<file path="src/rtl/node_info_engine.sv">
// Per-node routing state keeper: hop distance, energy class, CH role, TDMA slot and Q = energy/hops.
// Optional NODE_INFO_EMA_EN: Q becomes a running average of successive quotients.
module node_info_engine #(
  parameter int                    WORD_WIDTH = 16,
  parameter int                    FRAC_BITS  = 14,
  parameter logic [WORD_WIDTH-1:0] NODE_ID    = 'h000C,
  parameter int                    TS_WIDTH   = 8,
  parameter int                    MAX_HOPS   = 255
) (
  input  logic                  clk,
  input  logic                  rst,
  input  logic                  en_MNI,
  input  logic [2:0]            fPktType,
  input  logic [WORD_WIDTH-1:0] energy,
  input  logic [WORD_WIDTH-1:0] e_threshold,
  input  logic [WORD_WIDTH-1:0] hops,
  input  logic [WORD_WIDTH-1:0] destinationID,
  input  logic [TS_WIDTH-1:0]   timeslot,
  output logic [WORD_WIDTH-1:0] myNodeID,
  output logic [WORD_WIDTH-1:0] hopsFromSink,
  output logic [WORD_WIDTH-1:0] myQValue,
  output logic                  role,
  output logic                  low_E,
  output logic [TS_WIDTH-1:0]   myTimeslot,
  output logic                  ts_valid,
  output logic                  busy,
  output logic                  q_valid,
  output logic                  drop
);
  localparam int W  = WORD_WIDTH;
  localparam int CW = $clog2(WORD_WIDTH);

  typedef enum logic [1:0] {IDLE, DIV, DONE} state_e;

  state_e              state_q, state_d;
  logic [W-1:0]        hops_q, hops_d, q_q, q_d;
  logic [W-1:0]        dvd_q, dvd_d, dvs_q, dvs_d, quo_q, quo_d, rem_q, rem_d;
  logic [W:0]          rem_sh;
  logic [CW-1:0]       cnt_q, cnt_d;
  logic                role_q, role_d, lowe_q, lowe_d, tsv_q, tsv_d;
  logic                lock_q, lock_d, qv_q, qv_d, drop_q, drop_d;
  logic [TS_WIDTH-1:0] ts_q, ts_d;
`ifdef NODE_INFO_EMA_EN
  logic                qinit_q, qinit_d;
  logic [W:0]          ema_sum;
  assign ema_sum = {1'b0, q_q} + {1'b0, quo_q};
`endif

  always_comb begin
    state_d = state_q;
    hops_d  = hops_q;
    q_d     = q_q;
    dvd_d   = dvd_q;
    dvs_d   = dvs_q;
    quo_d   = quo_q;
    rem_d   = rem_q;
    cnt_d   = cnt_q;
    role_d  = role_q;
    lowe_d  = lowe_q;
    tsv_d   = tsv_q;
    ts_d    = ts_q;
    lock_d  = lock_q;
    qv_d    = 1'b0;
    drop_d  = 1'b0;
`ifdef NODE_INFO_EMA_EN
    qinit_d = qinit_q;
`endif
    rem_sh  = {rem_q, dvd_q[W-1]};

    case (state_q)
      DIV: begin
        // Divisor 0 never fails the compare, so hops=0 yields all ones naturally
        if (rem_sh >= {1'b0, dvs_q}) begin
          rem_d = rem_sh[W-1:0] - dvs_q;
          quo_d = {quo_q[W-2:0], 1'b1};
        end else begin
          rem_d = rem_sh[W-1:0];
          quo_d = {quo_q[W-2:0], 1'b0};
        end
        dvd_d = {dvd_q[W-2:0], 1'b0};
        cnt_d = cnt_q + 1'b1;
        if (cnt_q == CW'(W-1)) state_d = DONE;
      end
      DONE: begin
`ifdef NODE_INFO_EMA_EN
        q_d     = qinit_q ? W'(ema_sum >> 1) : quo_q;
        qinit_d = 1'b1;
`else
        q_d     = quo_q;
`endif
        qv_d    = 1'b1;
        state_d = IDLE;
      end
      default: ;
    endcase

    if (en_MNI) begin
      case (fPktType)
        3'b000: begin
          if (!lock_q && state_q == IDLE) begin
            hops_d  = (hops > W'(MAX_HOPS)) ? W'(MAX_HOPS) : hops;
            lowe_d  = (energy < e_threshold);
            role_d  = 1'b0;
            tsv_d   = 1'b0;
            lock_d  = 1'b1;
            dvd_d   = energy;
            dvs_d   = hops;
            quo_d   = '0;
            rem_d   = '0;
            cnt_d   = '0;
            state_d = DIV;
          end else begin
            drop_d = 1'b1;
          end
        end
        3'b001: if (destinationID == NODE_ID) role_d = 1'b1;
        3'b100: begin
          if (!role_q && destinationID == NODE_ID) begin
            ts_d   = timeslot;
            tsv_d  = 1'b1;
            lock_d = 1'b0;
          end
        end
        3'b101: lock_d = 1'b0;
        default: ;
      endcase
    end
  end

  always_ff @(posedge clk) begin
    if (rst) begin
      state_q <= IDLE;
      hops_q  <= '0;
      q_q     <= '0;
      dvd_q   <= '0;
      dvs_q   <= '0;
      quo_q   <= '0;
      rem_q   <= '0;
      cnt_q   <= '0;
      role_q  <= 1'b0;
      lowe_q  <= 1'b0;
      tsv_q   <= 1'b0;
      ts_q    <= '0;
      lock_q  <= 1'b0;
      qv_q    <= 1'b0;
      drop_q  <= 1'b0;
`ifdef NODE_INFO_EMA_EN
      qinit_q <= 1'b0;
`endif
    end else begin
      state_q <= state_d;
      hops_q  <= hops_d;
      q_q     <= q_d;
      dvd_q   <= dvd_d;
      dvs_q   <= dvs_d;
      quo_q   <= quo_d;
      rem_q   <= rem_d;
      cnt_q   <= cnt_d;
      role_q  <= role_d;
      lowe_q  <= lowe_d;
      tsv_q   <= tsv_d;
      ts_q    <= ts_d;
      lock_q  <= lock_d;
      qv_q    <= qv_d;
      drop_q  <= drop_d;
`ifdef NODE_INFO_EMA_EN
      qinit_q <= qinit_d;
`endif
    end
  end

  assign myNodeID     = NODE_ID;
  assign hopsFromSink = hops_q;
  assign myQValue     = q_q;
  assign role         = role_q;
  assign low_E        = lowe_q;
  assign myTimeslot   = ts_q;
  assign ts_valid     = tsv_q;
  assign busy         = (state_q != IDLE);
  assign q_valid      = qv_q;
  assign drop         = drop_q;
endmodule

</file>
<file path="config.mk">
export PLATFORM = sky130hd
export DESIGN_NAME = node_info_engine
export DESIGN_NICKNAME = d
export VERILOG_FILES = /design/src/rtl/node_info_engine.sv
export SDC_FILE = /design/constraint.sdc
export NUM_CORES = 1
export LEC_CHECK = 0
export CORE_ASPECT_RATIO = 0.8
export CORE_MARGIN = 2
export CORE_UTILIZATION = 40
export DETAILED_ROUTE_END_ITERATION = 7
export PLACE_DENSITY = 0.67
export SYNTH_ARGS = -nofsm -noshare
export SYNTH_HDL_FRONTEND = slang
export SYNTH_SLANG_ARGS = --single-unit
export TNS_END_PERCENT = 10
</file>
<file path="constraint.sdc">
create_clock -name clk -period 4.8 [get_ports clk]
set_input_delay 0.96 -clock clk [delete_from_list [all_inputs] [get_ports clk]]
set_output_delay 0.96 -clock clk [all_outputs]
set_load 0.03 [all_outputs]
</file>
==> metrics.md, run 1 <==
| Metric | Value |
|---|---|
| DRC | `0` |
| Die footprint | `approximately 0.015 mm²` |
| Overall power consumption | `2.656 mW` |
| Vias in the first global route | `4616` |
| Final slew viol count | `0` |
| Fraction of registers with async set/reset | `0%` |
| Post-detailed-route count of antenna-violating nets | `0` |
| Die height | `111.3 µm` |
| DP HPWL | `approximately 9600 µm` |
| Combined buffer and inverter count along the critical path | `1` |
| Worst setup skew after layout | `around 0.012 ns` |
| Number of register bits inferred by synthesis | `116` |
| Fraction of power consumed by the clock network | `between 40 and 50%` |
| Power spent charging and discharging nets | `0.6826 mW` |
| Startpoint types | `input pin` |
| Clk sinks | `116` |
| Congestion Overflow GR | `0` |
| Synth Flop Type | `dfxtp_1` |
| Cell Int Power | `1.973 mW` |
| Mapped cell area | `0.005758 mm²` |
| Area delta synth->final | `32.25%` |
| Area of all placed cells without fillers | `0.007615 mm²` |
| Warnings, synthesis | `0` |
| CTS tree | `built` |
| Max rail drop VDD | `~0.25 mV` |
| Relative contribution of sequential cells to total power | `approximately 37%` |
| Number of failing hold endpoints at the final stage | `0` |
| Share of post-route cells with drive strength above 1 | `5.882%` |
| Number of enable flip-flop cells after synthesis | `0` |
| Via density per instance | `4.918` |
| Cts repair resizes | `0` |
| Number of violations reported at the end of detailed-routing iteration 0 | `277` |
| I/O pin total | `140` |
| Met2 routed WL | `~6100 µm` |
| Maximum fanout along the worst path | `50` |
| Top Layer Used | `met4` |
| Status | `finished clean` |
| Number of cells in the design after placement | `approximately 940` |
| Met3 Wirelength | `427 µm` |
| Commonest cells after routing, fill and taps aside | `clkdlybuf4s50_1 (122), dfxtp_1 (116), nor2_1 (91), mux2i_1 (67), nand2_1 (47)` |
| Part of the Yosys area used for sequential elements | `between 40% and 50%` |
| Switching share of total power | `between 20% and 30%` |
| Clock period minus worst slack | `about 3.2 ns` |
| CP peak stage delay | `0.70 ns` |
| Total routing resource utilization after global routing | `17.24%` |
| Post-route clock period utilization | `66.33%` |
| Unrepaired setup endpoints after global routing | `false` |
| CTS H-Tree Depth | `4` |
| Post-Route M1 WL | `6454 µm` |
| Unique masters post-synth | `47` |
| Initial antenna violation count | `0` |
| Cells after synthesis | `661` |
| Actual slew at the worst max-slew pin | `between 1 and 1.5 ns` |
| Critical path's slowest cell | `or2_2` |
| Relative max-transition margin | `32.03%` |
| Root cell of the clock tree | `clkbuf_16` |
| Synthesized area per cell | `approximately 8.7 µm²` |
| Number of maximum-capacitance violations | `0` |
| CP Class | `input pin to flip-flop` |
| Most frequent standard cell in the layout excluding fill and tap cells | `clkdlybuf4s50_1` |
| DRT Wirelength | `roughly 13000 µm` |
| IO Port Bufs | `~120` |
| Count of vias placed by the detailed router | `4751` |
| Number of buffers added by the clock tree synthesis step | `17` |
| Net total in the final layout | `~880` |
| Std cell rows | `39` |
| Setup-violating endpoint count in the final report | `0` |
| Critical path data required time | `5.13 ns` |
| Setup Fix Bufs, Post-CTS | `0` |
| Initial Utilization | `40.69%` |
| Sum of negative setup slack | `0 ns` |
| Power per Cell Area | `348.8 mW/mm²` |
| Die Wd | `138.1 µm` |
| Count of TritonRoute iterations in the first routing pass | `4` |
| Part of the total power dissipated in combinational logic | `16.2%` |
| Clock latency on the worst-skew pair | `0.41 ns` |
| Hold-fix buffer count after cts | `0` |
| Top delay family on crit path | `simple AND/OR/NAND/NOR gates` |
| CORE AREA | `0.01415 mm²` |
| CP endpoint kind | `flip-flop` |
| Top achievable clock speed | `314.1 MHz` |
| Leak pwr | `roughly 3.0 nW` |
| Clk buf depth | `2` |
| Diode count | `0` |
| Weighted congestion reported at the end of routability-driven placement | `around 0.83` |
| Dpl cell area | `0.007032 mm²` |
| Largest net degree at the start of global routing | `51` |
| Worst Hold Class | `flip-flop to flip-flop` |
| Worst endpoint data arrival time | `3.52 ns` |
| Fill cell total of the finished layout | `1276` |
| First-pass GRT wire length | `between 20000 and 25000 µm` |
| Final std cells w/o fill | `approximately 970` |
| Post-CTS clock slew at the launch and capture registers of the worst setup and hold paths | `0.05 ns` |
| Wire length per cell after detailed routing | `13.52 µm` |
| Worst path cell trace | `clkdlybuf4s50_1, nand3b_1, or2_2, nand2b_1, nor2_1, nand2_1, o21ai_0` |
## metal layers
layer  GRT usage (%)  vias up
met1           22.19     2194
met5               0        -
li1                -     2466
met3           4.795        6
met2           28.48       85
met4           4.898        0
## kinds of logic (layout without fill, tap and decap cells)
group	after synthesis	count (layout)	synth area share, %
simple gates	213	213	16.86
compound gates	123	123	13.49
flops	116	116	40.33
mux	68	68	11.84
xor+xnor	15	15	2.282
fa+ha+maj	36	36	7.953
other cells	2	16	0.1304
buf+inv	88	195	7.106
## flip-flops by register name, indices dropped and copies added, names as in the netlist
register / flops
myTimeslot: 8
lock_q: 1
low_E: 1
q_valid: 1
myQValue: 16
rem_q: 16
dvd_q: 16
quo_q: 16
cnt_q: 4
drop: 1
hopsFromSink: 16
dvs_q: 16
role: 1
state_q: 2
ts_valid: 1
## synthesized netlist by cell type, types with 5 or more instances
master / instances / area, µm²
nor3_1: 13 / 65.06
a21oi_1: 44 / 220.2
dfxtp_1: 116 / 2322
a211oi_1: 19 / 142.6
o21ai_0: 26 / 130.1
buf_1: 5 / 18.77
clkbuf_1: 25 / 93.84
nand4_1: 10 / 62.56
xor2_1: 6 / 52.55
nor2_1: 92 / 345.3
o211ai_1: 5 / 37.54
nor4_1: 7 / 43.79
nand2_1: 47 / 176.4
inv_1: 37 / 138.9
nand2b_1: 8 / 50.05
buf_4: 21 / 157.7
and2_1: 10 / 62.56
nand3_1: 9 / 45.04
xnor2_1: 9 / 78.83
nor2b_1: 5 / 31.28
mux2i_1: 67 / 670.6
ha_1: 35 / 437.9
a21o_1: 7 / 52.55
## worst reg2reg max path: stages (launching register included)
cell and delay (ns):
dfxtp_1 0.35, inv_1 0.07, ha_1 0.22, nor2b_1 0.15
nand3b_1 0.12, or2_2 0.70, nand2b_1 0.69, nor2_1 0.31
nand2_1 0.07, o21ai_0 0.07
## through the flow
| step | worst slack, ns | hold WS (ns) | utilization [%] |
|---|---|---|---|
| after global routing | 1.301 | 0.4695 | 53.81 |
| final | 1.616 | 0.4542 | 53.81 |
| after floorplan | 2.453 | 0.4363 | - |
| after detailed placement | 1.161 | 0.4427 | 49.69 |
| after global placement | 1.247 | 0.4422 | 49.69 |
| after CTS | 1.598 | 0.4570 | 53.81 |
## final cells by class
cell class	count	area (µm²)	share of cell area, %
flip-flops and latches	116	2322	30.50
clock buffers	20	456.7	5.997
multi-input cells	471	3084	40.50
clock inverters	11	126.4	1.660
repair buffers	127	1256	16.50
inverters	37	138.9	1.824
well taps	184	230.2	3.023
## power groups by stage
stage	Clock [mW]	Sequential (mW)	Combinational, mW
after floorplan	0	1.01	0.309
after CTS	1.26	0.992	0.432
after global placement	0	1.01	0.423
final	1.23	0.992	0.431
after detailed placement	0	1.01	0.429
after global routing	1.30	0.994	0.477
## worst paths after layout
check | from | endpoint | slack (ns) | cells past startpoint
worst min-delay path | hopsFromSink[10] | hopsFromSink[10] | 0.45 | 1
worst max register to register | state_q[0] | rem_q[14] | 1.98 | 9
worst min register to register | hopsFromSink[10] | hopsFromSink[10] | 0.45 | 1
worst max-delay path | fPktType[2] | rem_q[14] | 1.62 | 7
No activity file was read; power rests on OpenSTA's default activity.
==> run 2, diff against run 1 <==
- PLACE_DENSITY: 0.67 -> 0.69
- clock period: 4.8 -> 2.75 ns (I/O delays scaled with it)
==> run 2 against run 1 <==
Effect of this change:
- first-iteration DRC count down 34%
- total power up 77%
- critical path type is now flip-flop to flip-flop
- largest power group unchanged
- utilization up 1.0 points
- worst setup slack worse by 1.5 ns
==> metrics.md, run 2 (synthesis results as in run 1) <==
| Metric | Value |
|---|---|
| Status | `finished clean` |
| Final std cells w/o fill | `984 (+1.9%)` |
| Max rail drop VDD | `0.5709 mV (+120%)` |
| Worst min-delay path startpoint | `hopsFromSink[9]` |
| Vias in the first global route | `4943 (+7.1%)` |
| CP Launch Point | `dvd_q[15]` |
| Most frequent standard cell in the layout excluding fill and tap cells | `clkdlybuf4s50_1` |
| DP HPWL | `10140 µm (+6.1%)` |
| Setup-violating endpoint count in the final report | `0 (unchanged)` |
| Post-detailed-route count of antenna-violating nets | `0 (unchanged)` |
| Fill cell total of the finished layout | `1277 (+0.078%)` |
| Sum of negative setup slack | `0 ns (unchanged)` |
| Worst setup skew after layout | `0.01299 ns (+0.001388 ns)` |
| Power spent charging and discharging nets | `1.256 mW (+84%)` |
| Critical path data required time | `3.04 ns (-2.09 ns)` |
| Number of buffers added by the clock tree synthesis step | `17 (unchanged)` |
| Total area of sequential cells | `0.002322 mm² (unchanged)` |
| I/O pin total | `140 (unchanged)` |
| Cell Int Power | `3.434 mW (+74%)` |
| R2R Path Start | `dvd_q[15]` |
| CP endpoint kind | `flip-flop` |
| Number of maximum-capacitance violations | `0 (unchanged)` |
| Fraction of power consumed by the clock network | `44.9% (-1.5 points)` |
| Hold-fix buffer count after cts | `0 (unchanged)` |
| Initial Utilization | `40.69% (unchanged)` |
| Diode count | `0 (unchanged)` |
| Unrepaired setup endpoints after global routing | `false` |
| Relative contribution of sequential cells to total power | `36.9% (-0.5 points)` |
| Clk buf depth | `2 (unchanged)` |
| Clock period minus worst slack | `2.609 ns` |
| Clk sinks | `116 (unchanged)` |
| Count of TritonRoute iterations in the first routing pass | `4 (unchanged)` |
| Die footprint | `0.01538 mm² (unchanged)` |
| Commonest cells after routing, fill and taps aside | `clkdlybuf4s50_1 (122), dfxtp_1 (116), nor2_1 (91), mux2i_1 (67), nand2_1 (47)` |
| Root cell of the clock tree | `clkbuf_16` |
| Share of post-route cells with drive strength above 1 | `8.125% (+2.2 points)` |
| Setup Fix Bufs, Post-CTS | `0 (unchanged)` |
| Maximum fanout along the worst path | `3 (-94%)` |
| Number of violations reported at the end of detailed-routing iteration 0 | `183 (-34%)` |
| Final slew viol count | `0 (unchanged)` |
| Largest net degree at the start of global routing | `39 (-24%)` |
| First-pass GRT wire length | `22870 µm (+4.5%)` |
| CTS tree | `built` |
| Count of vias placed by the detailed router | `4865 (+2.4%)` |
| Number of cells in the design after placement | `946 (+1.2%)` |
| IO Port Bufs | `123 (unchanged)` |
| Power per Cell Area | `604.5 mW/mm² (+73%)` |
| Initial antenna violation count | `0 (unchanged)` |
| CP Class | `flip-flop to flip-flop` |
| Post-route clock period utilization | `94.88%` |
| Part of the total power dissipated in combinational logic | `18.1% (+1.9 points)` |
| Worst endpoint data arrival time | `2.90 ns (-0.62 ns)` |
| Top achievable clock speed | `383.2 MHz` |
| CTS H-Tree Depth | `4 (unchanged)` |
| Post-CTS clock slew at the launch and capture registers of the worst setup and hold paths | `0.06 ns (about the same)` |
| CORE AREA | `0.01415 mm² (unchanged)` |
| Die Wd | `138.1 µm (unchanged)` |
| Std cell rows | `39 (unchanged)` |
| Leak pwr | `3.053 nW (+3.4%)` |
| Number of failing hold endpoints at the final stage | `0 (unchanged)` |
| Die height | `111.3 µm (unchanged)` |
| Via density per instance | `4.944 (+0.53%)` |
| Total routing resource utilization after global routing | `18.11% (+0.87 points)` |
| Weighted congestion reported at the end of routability-driven placement | `0.8872 (+6.6%)` |
| Area delta synth->final | `34.75%` |
| Clock latency on the worst-skew pair | `0.41 ns (about the same)` |
| Net total in the final layout | `901 (+1.9%)` |
| Wire length per cell after detailed routing | `13.75 µm (+1.7%)` |
| Congestion Overflow GR | `0 (unchanged)` |
| Worst Hold Class | `flip-flop to flip-flop` |
| Area of the multi-input gates | `0.003084 mm² (unchanged)` |
| Switching share of total power | `26.78% (+1.1 points)` |
| DRC | `0 (unchanged)` |
| Startpoint types | `flip-flop` |
| DRT Wirelength | `13530 µm (+3.6%)` |
| Cts repair resizes | `0 (unchanged)` |
-- run 2: cell count changes in the layout (fill, tap and decap cells not counted) --
cell	delta
clkinvlp_4	-2
inv_6	+1
clkbuf_1	-1
clkinv_2	+1
bufinv_16	-1
buf_12	+2
clkinv_4	+3
buf_4	+15
-- run 2: metal layers --
metal / wire length [µm] / GRT usage (%) / vias to the layer above / share of wire, %
met4: 204 / 7.347 / 0 / 1.5
met5: 0 / 0 / - / 0
met2: 6470 / 30.13 / 98 / 48
met3: 529 / 4.968 / 14 / 3.9
li1: - / - / 2496 / -
met1: 6327 / 22.32 / 2257 / 47
-- run 2: layout make-up --
type / instances / share of cell area (%)
Inverter: 37 / 1.790
Sequential cell: 116 / 29.93
Multi-Input combinational cell: 471 / 39.75
Tap cell: 184 / 2.967
Clock inverter: 13 / 1.564
Timing Repair Buffer: 144 / 18.16
Clock buffer: 19 / 5.838
-- run 2: final timing paths --
| path | endpoint | slack, ns | depth (start not counted) |
|---|---|---|---|
| setup / recovery | rem_q[12] | 0.14 | 11 |
| hold / removal | hopsFromSink[9] | 0.45 | 1 |
| setup reg to reg | rem_q[12] | 0.14 | 11 |
| hold reg to reg | hopsFromSink[9] | 0.45 | 1 |
-- run 2: critical path: stages (launching register included) --
cell and delay, ns:
dfxtp_1 0.32, inv_1 0.08, ha_1 0.16, inv_1 0.06, fa_1 0.40, a21o_1 0.23
a221oi_1 0.37, o21ai_0 0.23, a21boi_0 0.27, xnor2_1 0.10, mux2i_1 0.17, a21oi_1 0.09
-- run 2: power groups by stage --
stage / sequential (mW) / combinational, mW / clock, mW
global route: 1.73 / 0.923 / 2.24
detailed placement: 1.77 / 0.769 / 0
floorplan: 1.77 / 0.539 / 0
global placement: 1.77 / 0.756 / 0
finish: 1.73 / 0.851 / 2.11
CTS: 1.73 / 0.775 / 2.16
-- run 2: metrics by stage --
step                area, µm²  power [mW]  hold slack (ns)  setup slack [ns]  util [%]
CTS                      7701       4.663           0.4529            0.1447     54.42
finish                   7759       4.690           0.4544            0.1407     54.83
detailed placement       7127       2.537           0.4427            0.1578     50.36
global placement         7127       2.522           0.4424            0.2033     50.36
floorplan                5811       2.311           0.4363            0.4900         -
global route             7759       4.897           0.4678           0.06599     54.83
==> RTL edit: new RTL, config.mk and constraints of run 2 <==
Add a define of `NODE_INFO_EMA_EN`.
--- a/src/rtl/node_info_engine.sv
+++ b/src/rtl/node_info_engine.sv
@@ -1,5 +1,7 @@
 // Per-node routing state keeper: hop distance, energy class, CH role, TDMA slot and Q = energy/hops.
 // Optional NODE_INFO_EMA_EN: Q becomes a running average of successive quotients.
+`define NODE_INFO_EMA_EN
+
 module node_info_engine #(
   parameter int                    WORD_WIDTH = 16,
   parameter int                    FRAC_BITS  = 14,
Formal check against the unedited RTL: no difference found for any inputs over 10 cycles, from zero or initial values and one cycle with rst high; that may be too few to reach the edited logic, so the function may still have changed.
==> RTL edit against run 2 <==
  * Largest power group unchanged
  * Power is 2.3% higher
  * Critical endpoint is now rem_q[0]
  * Highest routed layer unchanged
  * Via count is 18% higher
  * Worst setup slack worse by 66 ps
  * Final cell count is 15% higher
  * Area after synthesis is 14% higher
  * Sequential cell count is 1 higher
  * Routed wire length is 17% higher
  * Design area is 12% higher
  * Non-clock buffer count is 10 higher
==> RTL edit: results (changes against run 2) <==
[grt]
met1_usage_pct = 26.2  ; +3.9 points
first_global_vias = 5540  ; +12%
grt_max_degree = 42  ; +7.7%
grt_usage_pct = 18.7  ; +0.60 points
grt_pass1_wl_microns = 26700  ; +17%
grt_use_met3_pct = 5.37  ; +0.40 points

[setup_path]
crit_path_start = dvs_q[5]
worstPathMaxFanout = 13  ; +10
rr_endpoint = rem_q[0]
crit_arrival_ps = 3020  ; +120 ps
reg2regPathDepth = 10  ; -1

[routing]
via_per_inst = 5.07  ; +2.6%
drt-total-wl_microns = 15900  ; +17%
drt_first_pass_iters = 5  ; +1
route.met2.wl_microns = 6640  ; +2.7%
wl_met3_microns = 1020  ; +93%
first_iter_violations = 350  ; +91%
met1_length_microns = 8030  ; +27%

[place]
place_inst = 1103  ; +17%
gp_congestion = 0.891  ; +0.38%
dpl-instance-area_sq_um = 8080  ; +13%
hpwl_microns = 11700  ; +15%
pre_cts_ws_ps = -37.0  ; -195 ps

[power]
vdd_drop_max_mv = 0.432  ; -24%
power.net_switching_mw = 1.17  ; -6.7%
p_int_mw = 3.63  ; +5.6%
leakage_nw = 3.42  ; +12%
pwr-share-clk_pct = 47.8  ; +2.9 points

[synth]
synth_mux_area_share_pct = 8.58  ; -3.3 points
syn_area_per_cell_sq_um = 8.43  ; -3.2%
seq_area_frac_synth_pct = 35.8  ; -4.6 points
synthAdderAreaFrac_pct = 10.2  ; +2.2 points
synth_xor_area_share_pct = 3.21  ; +0.93 points
yosys-top-cells-area = dfxtp_1, ha_1, mux2i_1, nor2_1, a21oi_1

[worst_hold_path]
hold_end = dvs_q[14]
whs_path_depth = 2  ; +1

[outcome]
status = complete, no violations

[layout]
n_fill_cell = 1499  ; +17%
final_layout_size_suffix_gt1_share_pct = 8.05  ; -0.073 points

[timing]
min_period_ps = 2680  ; +65.8 ps
fin_hold_ws_ps = 453  ; -1.62 ps
finalClockSkew_ps = 7.75  ; -5.24 ps

RTL edit: cell types whose count changed in the layout (fill, tap and decap cells not counted), moves of 8 or more:
cell,change
a211oi_1,+10
a21oi_1,+20
nand2_1,+9
a21o_1,+8
nor3_1,+16
xor2_1,+8
buf_4,+10
o21a_1,+8
ha_1,+14
mux2i_1,-12
RTL edit: cell type report:
class	count	area [sq um]	area share [%]
clock buffers	21	450	5.16
clock inverters	10	155	1.78
inverters	42	158	1.81
multi-input cells	575	3860	44.3
flip-flops and latches	117	2340	26.9
well taps	215	269	3.08
repair buffers	154	1480	17.0
RTL edit: critical path, stage by stage, from the launching register on:
cell and delay [ps]:
dfxtp_1 320, inv_1 50, ha_1 200, or4_1 570, o21ai_2 210, a211o_1 160
a31oi_1 120, a2111oi_4 320, buf_12 210, mux2_1 320, a21oi_1 130
